===== src/rtl/ppu_fb_writer_if.sv =====
`default_nettype none
// ============================================================================
// Module   : ppu_fb_writer_if
// Purpose  : Bundles the PPU pixel-side inputs and the framebuffer write-side
//            signals of ppu_fb_writer.
//            master : the framebuffer writer (consumes pixels, drives writes)
//            slave  : the surrounding PPU / framebuffer environment
// Signals  : LCD_EN, PPU_MODE[1:0], PX_OUT[1:0], PX_valid, BGP[7:0], FB_READY
//            FB_WE, FB_ADDR[14:0], FB_DATA[1:0], FRAME_DONE, OVERFLOW
// Revision : 1.0 - initial release
// ============================================================================
interface ppu_fb_writer_if;
    logic        LCD_EN;
    logic [1:0]  PPU_MODE;
    logic [1:0]  PX_OUT;
    logic        PX_valid;
    logic [7:0]  BGP;
    logic        FB_READY;
    logic        FB_WE;
    logic [14:0] FB_ADDR;
    logic [1:0]  FB_DATA;
    logic        FRAME_DONE;
    logic        OVERFLOW;

    modport master (
        input  LCD_EN, PPU_MODE, PX_OUT, PX_valid, BGP, FB_READY,
        output FB_WE, FB_ADDR, FB_DATA, FRAME_DONE, OVERFLOW
    );

    modport slave (
        output LCD_EN, PPU_MODE, PX_OUT, PX_valid, BGP, FB_READY,
        input  FB_WE, FB_ADDR, FB_DATA, FRAME_DONE, OVERFLOW
    );
endinterface
`default_nettype wire


===== src/rtl/ppu_fb_writer.sv =====
`default_nettype none
// ============================================================================
// Module   : ppu_fb_writer
// Purpose  : Captures background pixels from the PPU shifter during DRAW mode,
//            maps them through the BGP palette, tags each with its linear
//            framebuffer address (y*LCD_W+x) and buffers them in a show-ahead
//            FIFO that drains to the framebuffer write port.
// Ports    : clk, rst (async, active-high)
//            bus (ppu_fb_writer_if.master):
//              in : LCD_EN, PPU_MODE, PX_OUT, PX_valid, BGP, FB_READY
//              out: FB_WE, FB_ADDR, FB_DATA, FRAME_DONE, OVERFLOW
// Revision : 1.0 - initial release
// ============================================================================
module ppu_fb_writer #(
    parameter int FIFO_DEPTH = 8,
    parameter int LCD_W      = 160,
    parameter int LCD_H      = 144
) (
    input  wire logic       clk,
    input  wire logic       rst,
    ppu_fb_writer_if.master bus
);
    localparam int c_ptr_w = $clog2(FIFO_DEPTH);
    localparam int c_x_w   = $clog2(LCD_W + 1);   // x must be able to hold LCD_W ("line full")
    localparam int c_y_w   = $clog2(LCD_H);
    localparam int c_ent_w = 17;                   // {addr[14:0], shade[1:0]}

    localparam logic [1:0]       c_mode_hblank = 2'b00;
    localparam logic [1:0]       c_mode_draw   = 2'b11;
    localparam logic [c_ptr_w:0] c_depth       = (c_ptr_w + 1)'(FIFO_DEPTH);
    localparam logic [c_x_w-1:0] c_lcd_w       = c_x_w'(LCD_W);
    localparam logic [c_y_w-1:0] c_last_y      = c_y_w'(LCD_H - 1);

    logic [c_x_w-1:0]   r_x;
    logic [c_y_w-1:0]   r_y;
    logic [1:0]         r_prev_mode;
    logic               r_frame_done;
    logic               r_overflow;
    logic [c_ent_w-1:0] r_mem [FIFO_DEPTH];
    logic [c_ptr_w-1:0] r_wr_ptr;
    logic [c_ptr_w-1:0] r_rd_ptr;
    logic [c_ptr_w:0]   r_count;

    logic        w_draw;
    logic        w_line_adv;
    logic        w_take;
    logic        w_full;
    logic        w_pop;
    logic        w_push;
    logic [1:0]  w_shade;
    logic [14:0] w_addr;

    assign w_draw     = (bus.PPU_MODE == c_mode_draw);
    // Line advance is driven purely by the DRAW -> non-DRAW edge of the mode.
    assign w_line_adv = bus.LCD_EN && (r_prev_mode == c_mode_draw) && !w_draw;
    // A pixel is "taken" (x advances) even if the FIFO later has to drop it.
    assign w_take     = bus.LCD_EN && w_draw && bus.PX_valid && (r_x < c_lcd_w);
    assign w_full     = (r_count == c_depth);
    assign w_pop      = (r_count != '0) && bus.FB_READY;
    // A full FIFO still accepts when the head leaves in the same cycle.
    assign w_push     = w_take && (!w_full || w_pop);
    assign w_shade    = bus.BGP[{bus.PX_OUT, 1'b0} +: 2];
    assign w_addr     = 15'(32'(r_y) * LCD_W + 32'(r_x));

    // Pixel position tracking and end-of-frame pulse
    always_ff @(posedge clk or posedge rst) begin
        if (rst) begin
            r_x          <= '0;
            r_y          <= '0;
            r_prev_mode  <= c_mode_hblank;
            r_frame_done <= 1'b0;
        end else if (!bus.LCD_EN) begin
            r_x          <= '0;
            r_y          <= '0;
            r_prev_mode  <= c_mode_hblank;
            r_frame_done <= 1'b0;
        end else begin
            r_prev_mode  <= bus.PPU_MODE;
            r_frame_done <= 1'b0;
            if (w_line_adv) begin
                r_x <= '0;
                if (r_y == c_last_y) begin
                    r_y          <= '0;
                    r_frame_done <= 1'b1;
                end else begin
                    r_y <= r_y + c_y_w'(1);
                end
            end else if (w_take) begin
                r_x <= r_x + c_x_w'(1);
            end
        end
    end

    // Sticky overflow: a taken pixel found the FIFO full with no pop to make room
    always_ff @(posedge clk or posedge rst) begin
        if (rst) begin
            r_overflow <= 1'b0;
        end else if (w_take && w_full && !w_pop) begin
            r_overflow <= 1'b1;
        end
    end

    // Show-ahead FIFO; storage is reset so the head reads zero out of reset
    always_ff @(posedge clk or posedge rst) begin
        if (rst) begin
            for (int i = 0; i < FIFO_DEPTH; i++) begin
                r_mem[i] <= '0;
            end
            r_wr_ptr <= '0;
            r_rd_ptr <= '0;
            r_count  <= '0;
        end else begin
            if (w_push) begin
                r_mem[r_wr_ptr] <= {w_addr, w_shade};
                r_wr_ptr        <= r_wr_ptr + c_ptr_w'(1);
            end
            if (w_pop) begin
                r_rd_ptr <= r_rd_ptr + c_ptr_w'(1);
            end
            case ({w_push, w_pop})
                2'b10:   r_count <= r_count + (c_ptr_w + 1)'(1);
                2'b01:   r_count <= r_count - (c_ptr_w + 1)'(1);
                default: r_count <= r_count;
            endcase
        end
    end

    assign bus.FB_WE                  = (r_count != '0);
    assign {bus.FB_ADDR, bus.FB_DATA} = r_mem[r_rd_ptr];
    assign bus.FRAME_DONE             = r_frame_done;
    assign bus.OVERFLOW               = r_overflow;

endmodule
`default_nettype wire


===== src/flat_wrapper.sv =====
// flat-port wrapper written by rule: the top's interface ports become plain ports
module ppu_fb_writer_flat 
#(
    parameter int FIFO_DEPTH = 8,
    parameter int LCD_W      = 160,
    parameter int LCD_H      = 144
)
  (clk, rst, bus_LCD_EN, bus_PPU_MODE, bus_PX_OUT, bus_PX_valid, bus_BGP, bus_FB_READY, bus_FB_WE, bus_FB_ADDR, bus_FB_DATA, bus_FRAME_DONE, bus_OVERFLOW);
  ppu_fb_writer_if bus_i ();
  input  wire logic clk;
  input  wire logic rst;
  input wire logic [$bits(bus_i.LCD_EN)-1:0] bus_LCD_EN;
  input wire logic [$bits(bus_i.PPU_MODE)-1:0] bus_PPU_MODE;
  input wire logic [$bits(bus_i.PX_OUT)-1:0] bus_PX_OUT;
  input wire logic [$bits(bus_i.PX_valid)-1:0] bus_PX_valid;
  input wire logic [$bits(bus_i.BGP)-1:0] bus_BGP;
  input wire logic [$bits(bus_i.FB_READY)-1:0] bus_FB_READY;
  output wire logic [$bits(bus_i.FB_WE)-1:0] bus_FB_WE;
  output wire logic [$bits(bus_i.FB_ADDR)-1:0] bus_FB_ADDR;
  output wire logic [$bits(bus_i.FB_DATA)-1:0] bus_FB_DATA;
  output wire logic [$bits(bus_i.FRAME_DONE)-1:0] bus_FRAME_DONE;
  output wire logic [$bits(bus_i.OVERFLOW)-1:0] bus_OVERFLOW;
  assign bus_i.LCD_EN = bus_LCD_EN;
  assign bus_i.PPU_MODE = bus_PPU_MODE;
  assign bus_i.PX_OUT = bus_PX_OUT;
  assign bus_i.PX_valid = bus_PX_valid;
  assign bus_i.BGP = bus_BGP;
  assign bus_i.FB_READY = bus_FB_READY;
  assign bus_FB_WE = bus_i.FB_WE;
  assign bus_FB_ADDR = bus_i.FB_ADDR;
  assign bus_FB_DATA = bus_i.FB_DATA;
  assign bus_FRAME_DONE = bus_i.FRAME_DONE;
  assign bus_OVERFLOW = bus_i.OVERFLOW;
  ppu_fb_writer #(.FIFO_DEPTH(FIFO_DEPTH), .LCD_W(LCD_W), .LCD_H(LCD_H)) u_core (.clk(clk), .rst(rst), .bus(bus_i));
endmodule

===== config.mk =====
export PLATFORM = sky130hd
export DESIGN_NAME = ppu_fb_writer_flat
export DESIGN_NICKNAME = d
export VERILOG_FILES = /design/src/rtl/ppu_fb_writer_if.sv /design/src/rtl/ppu_fb_writer.sv /design/src/flat_wrapper.sv
export SDC_FILE = /design/constraint.sdc
export NUM_CORES = 1
export LEC_CHECK = 0
export CORE_ASPECT_RATIO = 0.7
export CORE_MARGIN = 5
export CORE_UTILIZATION = 65
export CTS_CLUSTER_DIAMETER = 50
export DETAILED_ROUTE_END_ITERATION = 8
export PLACE_DENSITY = 0.89
export SYNTH_ARGS = -nofsm -noshare
export SYNTH_HDL_FRONTEND = slang
export SYNTH_SLANG_ARGS = --single-unit

===== constraint.sdc =====
create_clock -name clk -period 15.1 [get_ports clk]
set_clock_uncertainty 0.05 [all_clocks]
set_input_delay 1.51 -clock clk [delete_from_list [all_inputs] [get_ports clk]]
set_output_delay 1.51 -clock clk [all_outputs]
set_load 0.005 [all_outputs]

==> impl_results.md, run 1 <==
* Outcome: complete, no violations
* Root buf cell: clkbuf_16
* Worst-path clk slew at around 70 ps
* Setup tns final at 0 ps
* Post-CTS resize count at 0
* Initial Utilization at 66.3%
* Worst vdd ir at approximately 0.00008 V
* Largest net degree at the start of global routing at 86
* FF+latch count, synth at ~170
* Worst Hold Class: register to register
* Reg2Reg Capture Point: u_core.r_mem[118]
* Max stage delay on crit path at 1140 ps
* Vias at 5896
* Rows at 34
* CTS max path bufs at 2
* Worst R2R Start: u_core.r_x[5]
* CTS tree: done
* Slew headroom at between 10% and 20%
* Syn nets at 785
* Internal Power at just under 0.9 mW
* ANT nets after route at 0
* Fill count at between 700 and 800
* CP top delay family: simple AND/OR/NAND/NOR gates
* Part of the Yosys area used for sequential elements at 50.6%
* Comb pwr share at 18.4%
* Flop pwr share at between 40 and 50%
* Clk pwr share at 38.6%
* CP startpoint kind: primary input
* Final hold slack at 423 ps
* Max Used Layer: met4
* CTS Buf Count at 17
* Grt total ovfl at 0
* Placer Congestion at about 0.83
* CP cell instances: clkdlybuf4s50_1, nand4_1, a211oi_1, nand3_1, nor4_1, a211o_1
* First-pass detailed-route iteration total at 5
* Die area at 15000 sq um
* Core area at 12400 sq um
* Pwr per Cell Area at 130 nW/um^2
* Setup CP Type: primary input to register
* RSZ-0062 raised after global routing: no
* Post-synth ARST share at 100%
* Critical path's slowest cell: nand3_1
* Post-DP Area at 8640 sq um
* Mapped Area at 8210 sq um
* Synthesis-to-finish area growth at 12.9%
* Metal-1 WL at between 7 and 8 mm
* Synth Instances at 743
* CTS Sinks at around 170
* Antenna cell count at 0
* Share of cells above drive strength 1 at ~18%
* Synth area leaders: dfrtp_1 51%, mux4_2 9.9%, nand2_1 8.4%
* Via count of the first global-routing pass at 6207
* Hold_buf cts at 0
* Final period util at 33.4%
* All-layer global routing usage at 27.2%
* Switching share of power at 27.6%
* Post-CTS setup buffer count at 0
* Placed insts at 902
* Crit path depth at 6
* Switching pwr at 0.332 mW
* WP data arrival at around 5400 ps
* Final instance area at a little over 9000 sq um
* Initial antenna violation count at 0
* Min Tclk post-route at ~5000 ps
* Max Cap Viol at 0
* WL final at about 19 mm
* Worst Setup SP: bus_LCD_EN
* Slew @ Worst Pin at 1310 ps
* First-pass GRT wire length at 31.9 mm
* WL per Instance at slightly above 20 um
* Ys flop type: dfrtp_1
* Syn. warnings at 0
* Slew Limit Fails at 0
* Leakage power at 4.33 nW
* Die width at 144 um
* Metal2 WL at 9.63 mm
* Syn avg cell area at 11.0 sq um
* Final non-filler cell total at 933
* Cell taking the most area after synthesis: dfrtp_1
* Hold Violations, Final at 0
* Netlist cell types at 50
* Yosys top cell area share at 50.6%
* Worst path bufs/invs at 1
* Routed vias/inst at 6.32
* Reg2Reg Depth at 5
* Drt initial violations at 475
* Worst R2R Setup Slack at 11420 ps
* Htree depth at 4
* Worst Setup EP: u_core.r_mem[118]
* WL met3 at 1.37 mm
* Final setup viols at 0
* Critical path fanouts, max at 27
* Layout Utilization at 74.9%
* Post-layout nets at roughly 800
* Worst-Skew Late Latency at between 400 and 500 ps
* Number of port buffers at 36
* Fmax at 0.198 GHz
* Critical Path RT at 15420 ps
* EDFF count, synth at 0
* CP Capture Type: register
* DRC viols at 0
* Die extent in y at 104 um
* IO Count at 37
* DP Wirelength at 12.0 mm
[logic make-up after synthesis]
| kind of cell | count (synthesis) | synth area share, % |
|---|---|---|
| buffers and inverters | 52 | 2.45 |
| multiplexers | 88 | 17.0 |
| XOR/XNOR | 25 | 2.85 |
| AO/OA/AOI/OAI | 112 | 8.25 |
| adder cells (fa/ha/maj) | 25 | 4.09 |
| AND/OR/NAND/NOR | 275 | 14.8 |
| flip-flops | 166 | 50.6 |
[layout by cell type (no fill, tap or decap), types with 5 or more instances in the layout]
cell / count
nand2_1: 184
dfrtp_1: 165
o21ai_0: 75
mux2_2: 51
mux4_2: 36
clkdlybuf4s50_1: 36
nor2_1: 24
ha_1: 22
clkbuf_16: 17
nand3_1: 14
xor2_1: 14
nand4_1: 11
xnor2_1: 9
inv_1: 8
and3_1: 6
o211ai_1: 6
nor3_1: 5
nor2b_1: 5
a211o_1: 5
or4_1: 5
[power by group through the flow]
stage / Combinational (mW) / Sequential, mW / Clock, mW
3_3_place_gp: 0.212 / 0.519 / 0
3_5_place_dp: 0.223 / 0.523 / 0
5_1_grt: 0.241 / 0.522 / 0.489
2_1_floorplan: 0.180 / 0.500 / 0
6_report: 0.221 / 0.519 / 0.464
4_1_cts: 0.224 / 0.517 / 0.467
[how the worst min path moves through the flow]
stage                  endpoint  cells after the start        startpoint
6_report       u_core.r_mem[20]                      2  u_core.r_mem[20]
5_1_grt        u_core.r_mem[20]                      2  u_core.r_mem[20]
4_1_cts        u_core.r_mem[20]                      2  u_core.r_mem[20]
3_5_place_dp   u_core.r_mem[20]                      2  u_core.r_mem[20]
3_3_place_gp   u_core.r_mem[69]                      2  u_core.r_mem[69]
2_1_floorplan  u_core.r_mem[17]                      2  u_core.r_mem[17]
[metrics by stage]
step	power, mW	setup slack [ps]
2_1_floorplan	0.680	9050
3_3_place_gp	0.731	10000
3_5_place_dp	0.746	9730
4_1_cts	1.21	10150
5_1_grt	1.25	9650
6_report	1.20	10050
[Yosys cell counts, types with 9 or more instances]
library cell and instances:
nand2_1 184, dfrtp_1 166, o21ai_0 75, mux2_2 51
clkbuf_1 37, mux4_2 36, nor2_1 24, ha_1 22
nand3_1 14, xor2_1 14, nand4_1 11, inv_1 9
xnor2_1 9
[flip-flops by register name, summed over array words and instances, names as in the netlist]
name                   count
u_core.r_mem             136
u_core.r_x                 8
u_core.r_y                 8
u_core.r_count             4
u_core.r_rd_ptr            3
u_core.r_wr_ptr            3
u_core.r_prev_mode         2
u_core.bus.FRAME_DONE      1
u_core.bus.OVERFLOW        1
[routing by layer]
metal / vias up / GRT usage (%)
met5: - / 0
met4: 0 / 8.46
met3: 43 / 7.08
met2: 252 / 43.5
met1: 2960 / 36.8
li1: 2641 / -
[area by class of cell]
cell class	count	area [sq um]	area share [%]
clock buffers	20	457	4.93
inverters	9	38.8	0.418
flip-flops and latches	166	4160	44.8
clock inverters	11	174	1.88
repair buffers	40	390	4.21
multi-input cells	525	3850	41.6
well taps	162	203	2.19
[tightest hold or removal path: cells and delay by family (launching register included)]
kind | cells | cell delay (ps)
flops | 1 | 340
simple gates | 2 | 100
Note: power is estimated with default switching activity, not from simulation.
==> inputs of run 2 (changes only) <==
- CORE_UTILIZATION: 65 -> 61
- PLACE_DENSITY: 0.89 -> 0.84
- clock period: 15.1 -> 5.2 ns (I/O delays scaled with it)
==> run 2 against run 1 <==
- first-iteration DRC count increased by 27%
- routed wire length increased by 2.5%
- design area increased by 0.47%
- critical path type is now register to primary output
==> impl_results.md, run 2 (same netlist as run 1, synthesis figures left out) <==
* Outcome: complete, no violations (unchanged)
* Synthesis-to-finish area growth at 13.5% (was 12.9%)
* Die width at 149 um (was 144 um)
* Reg2Reg Capture Point: u_core.r_mem[67] (was u_core.r_mem[118])
* Pwr per Cell Area at 371 nW/um^2 (was 130 nW/um^2)
* Slew @ Worst Pin at 1230 ps (was 1310 ps)
* Clk pwr share at 37.7% (was 38.6%)
* WL per Instance at 20.4 um (was 20.6 um)
* CP startpoint kind: register (was primary input)
* CTS max path bufs at 2 (unchanged)
* Routed vias/inst at 6.20 (was 6.32)
* Core area at 13200 sq um (was 12400 sq um)
* Post-CTS resize count at 0 (unchanged)
* Final period util at 70.2%
* Post-layout nets at 806 (was 801)
* Root buf cell: clkbuf_16 (unchanged)
* Initial Utilization at 62.3% (was 66.3%)
* Layout Utilization at 70.7% (was 74.9%)
* Largest net degree at the start of global routing at 108 (was 86)
* Critical path fanouts, max at 23 (was 27)
* Fill count at 911 (was 754)
* Placer Congestion at 0.822 (was 0.834)
* Post-DP Area at 8710 sq um (was 8640 sq um)
* Commonest non-fill, non-tap cell in the layout: nand2_1 (unchanged)
* Slew headroom at 17.1% (was 12.1%)
* Initial antenna violation count at 0 (unchanged)
* Htree depth at 4 (unchanged)
* Min Tclk post-route at 3650 ps
* Reg2Reg Depth at 8 (was 5)
* WP data arrival at 3080 ps (was 5370 ps)
* Hold Path Stages at 2 (unchanged)
* Via count of the first global-routing pass at 6195 (was 6207)
* Internal Power at 2.49 mW (was 0.871 mW)
* Worst Setup SP: u_core.r_rd_ptr[0] (was bus_LCD_EN)
* Worst R2R Start: u_core.r_y[1] (was u_core.r_x[5])
* DRC viols at 0 (unchanged)
* Number of port buffers at 36 (unchanged)
* Final instance area at 9310 sq um (was 9270 sq um)
* Biggest register: u_core.r_mem (unchanged)
* Area of the multi-input gates at 3850 sq um (unchanged)
* RSZ-0062 raised after global routing: no (unchanged)
* CTS Sinks at 166 (unchanged)
* All-layer global routing usage at 26.5% (was 27.2%)
* Rows at 35 (was 34)
* Critical Path RT at 4630 ps (was 15420 ps)
* Die area at 15900 sq um (was 15000 sq um)
* Share of cells above drive strength 1 at 18.1% (was 17.6%)
* Hold Violations, Final at 0 (unchanged)
* Max Cap Viol at 0 (unchanged)
* Total power at 3.46 mW (was 1.20 mW)
* Setup CP Type: register to primary output (was primary input to register)
* IO Count at 37 (unchanged)
* Switching pwr at 0.972 mW (was 0.332 mW)
* First-pass detailed-route iteration total at 5 (unchanged)
* Drt initial violations at 602 (was 475)
* Setup tns final at 0 ps (unchanged)
* Switching share of power at 28.1% (was 27.6%)
* Grt total ovfl at 0 (unchanged)
* CP Capture Type: primary output (was register)
* Comb pwr share at 17.3% (was 18.4%)
* Antenna cell count at 0 (unchanged)
* Flop pwr share at 45.1% (was 43.1%)
* Worst R2R Setup Slack at 1790 ps (was 11420 ps)
* Final setup viols at 0 (unchanged)
* Most frequent cells in the layout: 184 x nand2_1, 165 x dfrtp_1, 75 x o21ai_0 (unchanged)
* Hold Path End: u_core.r_mem[70] (was u_core.r_mem[20])
* Max reg flops at 136 (unchanged)
* Hold_buf cts at 0 (unchanged)
* HP Start: u_core.r_mem[70] (was u_core.r_mem[20])
* Fmax at 0.274 GHz
* Worst vdd ir at 0.000247 V (was 0.0000821 V)
* Worst-Skew Late Latency at 430 ps (about the same)
* ANT nets after route at 0 (unchanged)
* Top flop regs: u_core.r_mem (136), u_core.r_x (8), u_core.r_y (8) (unchanged)
* First-pass GRT wire length at 32.6 mm (was 31.9 mm)
* DP Wirelength at 12.5 mm (was 12.0 mm)
* CTS tree: done (unchanged)
* Leakage power at 4.35 nW (was 4.33 nW)
* WL final at 19.7 mm (was 19.2 mm)
* Die extent in y at 107 um (was 104 um)
* CTS Buf Count at 17 (unchanged)
* Post-CTS setup buffer count at 0 (unchanged)
* Worst Hold Class: register to register (unchanged)
* Worst-path clk slew at 60 ps (was 70 ps)
* Vias at 5961 (was 5896)
* Slew Limit Fails at 0 (unchanged)
* Sequential cell area at 4160 sq um (unchanged)
-- run 2: routing by layer --
metal	vias to the layer above	track usage, %	wire [um]	share of wire [%]
met5	-	0	0	0
met3	34	5.15	1340	6.8
met4	0	8.64	360	1.8
met2	243	42.0	9550	49
met1	3024	37.4	8410	43
li1	2660	-	-	-
-- run 2: power by group through the flow --
stage	Clock (mW)	Sequential [mW]	Combinational [mW]
5_1_grt	1.37	1.58	0.646
3_3_place_gp	0	1.57	0.566
3_5_place_dp	0	1.58	0.595
2_1_floorplan	0	1.45	0.523
6_report	1.30	1.56	0.597
4_1_cts	1.31	1.56	0.600
-- run 2: final cells by class --
type	count	area share, %
multi-input cells	525	41.4
clock inverters	11	1.59
clock buffers	21	4.94
well taps	185	2.49
flip-flops and latches	166	44.6
inverters	9	0.416
repair buffers	45	4.59
-- run 2: worst max-delay path by stage --
stage	depth (start not counted)	endpoint	slack [ps]
floorplan	1	u_core.bus.FRAME_DONE	140
global placement	6	u_core.r_mem[135]	1780
detailed placement	6	u_core.r_mem[135]	1640
CTS	4	bus_FB_ADDR[8]	1480
global route	4	bus_FB_ADDR[12]	1360
finish	4	bus_FB_ADDR[8]	1550
-- run 2: critical path: stages, from the launching register on --
cell             delay (ps)
dfrtp_2                 920
buf_4                   430
mux4_2                  550
mux2_2                  290
clkdlybuf4s50_1         450
-- run 2: per-stage QoR --
| step | hold slack (ps) | worst slack, ps | instances |
|---|---|---|---|
| after floorplan | 390 | 140 | 743 |
| after global placement | 403 | 1780 | 930 |
| after global routing | 447 | 1360 | 962 |
| final | 426 | 1550 | 962 |
| after CTS | 428 | 1480 | 962 |
| after detailed placement | 412 | 1640 | 930 |
==> inputs of run 3 (changes only) <==
- CORE_UTILIZATION: 61 -> 55
- PLACE_DENSITY: 0.84 -> 0.8
- clock period: 5.2 -> 3 ns (I/O delays scaled with it)
==> run 3 against run 2 <==
- die area increased by 10%
- cell count increased by 4.6%
- register-to-register slack got worse by 1700 ps
- power is 77% higher
- largest cell class unchanged
- via count increased by 1.6%
- largest power group unchanged
- routed wire length increased by 2.6%
- critical endpoint is now u_core.r_mem[101]
- global-route usage decreased by 2.6 points
==> impl_results.md, run 3 (same netlist as run 1, synthesis figures left out) <==
* Layout Utilization at 66.3% (was 70.7%)
* Routed vias/inst at 6.02 (was 6.20)
* Met3 Resource Use GR at 5.13% (was 5.15%)
* Initial antenna violation count at 0 (unchanged)
* Hold Violations, Final at 0 (unchanged)
* Via count of the first global-routing pass at 6310 (was 6195)
* Final setup viols at 0 (unchanged)
* Setup tns final at 0 ps (unchanged)
* RSZ-0062 raised after global routing: no (unchanged)
* Share of cells above drive strength 1 at 22.9% (was 18.1%)
* Worst-path clk slew at 70 ps (was 60 ps)
* Rows at 37 (was 35)
* Reg2Reg Depth at 8 (unchanged)
* Leakage power at 4.52 nW (was 4.35 nW)
* Placed insts at 972 (was 930)
* Critical path fanouts, max at 5 (was 23)
* Worst slack, placed at 22.9 ps (was 1640 ps)
* ANT nets after route at 0 (unchanged)
* Min Tclk post-route at 2930 ps
* Post-DP Area at 9020 sq um (was 8710 sq um)
* WP data arrival at 3240 ps (was 3080 ps)
* First-pass detailed-route iteration total at 5 (unchanged)
* CTS tree: done (unchanged)
* Outcome: complete, no violations (unchanged)
* Most frequent cells in the layout: 184 x nand2_1, 164 x dfrtp_1, 74 x o21ai_0 (was 184 x nand2_1, 165 x dfrtp_1, 75 x o21ai_0)
* Largest net degree at the start of global routing at 67 (was 108)
* Max Cap Viol at 0 (unchanged)
* Commonest non-fill, non-tap cell in the layout: nand2_1 (unchanged)
* WL per Instance at 20.1 um (was 20.4 um)
* Worst-Skew Late Latency at 430 ps (about the same)
* WL final at 20.2 mm (was 19.7 mm)
* Worst vdd ir at 0.000378 V (was 0.000247 V)
* Slew @ Worst Pin at 761 ps (was 1230 ps)
* Critical Path RT at 3310 ps (was 4630 ps)
* First-pass GRT wire length at 32.8 mm (was 32.6 mm)
* Final worst slack at 66.5 ps (was 1550 ps)
* Core area at 14700 sq um (was 13200 sq um)
* Root buf cell: clkbuf_16 (unchanged)
* Total power at 6.13 mW (was 3.46 mW)
* CTS Sinks at 166 (unchanged)
* IO Count at 37 (unchanged)
* Slew Limit Fails at 0 (unchanged)
* Fmax at 0.341 GHz
* DRC viols at 0 (unchanged)
* Synthesis-to-finish area growth at 18.6% (was 13.5%)
* Max reg flops at 136 (unchanged)
* CP Capture Type: register (was primary output)
* Drt initial violations at 418 (was 602)
* Die extent in y at 112 um (was 107 um)
* CTS Buf Count at 17 (unchanged)
* Post-layout nets at 841 (was 806)
* Antenna cell count at 0 (unchanged)
* Final period util at 97.8%
* Pwr per Cell Area at 630 nW/um^2 (was 371 nW/um^2)
* Die width at 156 um (was 149 um)
* CTS max path bufs at 2 (unchanged)
* DP Wirelength at 13.3 mm (was 12.5 mm)
* Grt total ovfl at 0 (unchanged)
* Met2 Use GR at 39.1% (was 42.0%)
* Final instance area at 9740 sq um (was 9310 sq um)
* Biggest register: u_core.r_mem (unchanged)
* Vias at 6057 (was 5961)
* Setup CP Type: register to register (was register to primary output)
* CP startpoint kind: register (unchanged)
* Die area at 17500 sq um (was 15900 sq um)
* Placer Congestion at 0.865 (was 0.822)
* GRT busiest layer: met2 (unchanged)
* Slew headroom at 49.1% (was 17.1%)
* GR Util met1 at 32.1% (was 37.4%)
* Number of port buffers at 36 (unchanged)
* Final hold slack at 165 ps (was 426 ps)
* Worst Hold Class: primary input to async pin (was register to register)
* Initial Utilization at 55.9% (was 62.3%)
* All-layer global routing usage at 23.9% (was 26.5%)
* Htree depth at 4 (unchanged)
* Top flop regs: u_core.r_mem (136), u_core.r_x (8), u_core.r_y (8) (unchanged)
* Final non-filler cell total at 1006 (was 962)
==> run 3: metal layers <==
metal,vias to the layer above,wire (um)
met5,-,0
met2,199,9990
li1,2723,-
met4,0,344
met1,3104,8680
met3,31,1170
==> run 3: repair_timing <==
item                                   4_1_cts  5_1_grt
gates resized for setup                      2        8
pin swaps                                    0        6
setup buffers                                0        3
endpoints found under the hold margin        0        0
setup endpoints to repair                   12       32
hold buffers                                 0        0
==> run 3: final cells by class <==
type	count	area (sq um)
clock buffer	18	439
clock inverter	13	195
fill	1061	4940
inverter	9	37.5
multi-input combinational	525	3920
sequential	166	4160
tap	195	244
timing repair buffer	80	741
==> run 3: power by group <==
group / internal (mW) / leakage [nW] / switching, mW / total [mW]
clock: 1.42 / 0.294 / 0.939 / 2.36
sequential: 2.40 / 2.28 / 0.169 / 2.57
combinational: 0.593 / 1.95 / 0.606 / 1.20
total: 4.42 / 4.52 / 1.71 / 6.13
==> run 3: worst max-delay path, cell delays in order (launching register included) <==
cell and delay, ps:
dfrtp_2 440, ha_1 230, ha_4 190, fa_2 570, o211a_4 180, nand3_4 100
or4_4 580, or4_1 420, nand3_1 100
==> run 3: worst paths after layout <==
| check | from | to | slack (ps) |
|---|---|---|---|
| min in group clk | u_core.r_mem[1] | u_core.r_mem[1] | 420 |
| max in group asynchronous | rst | u_core.r_mem[122] | 2080 |
| worst min-delay path | rst | u_core.r_mem[129] | 170 |
| worst max register to register | u_core.r_y[2] | u_core.r_mem[101] | 70 |
| worst max-delay path | u_core.r_y[2] | u_core.r_mem[101] | 70 |
| worst min register to register | u_core.r_mem[1] | u_core.r_mem[1] | 420 |
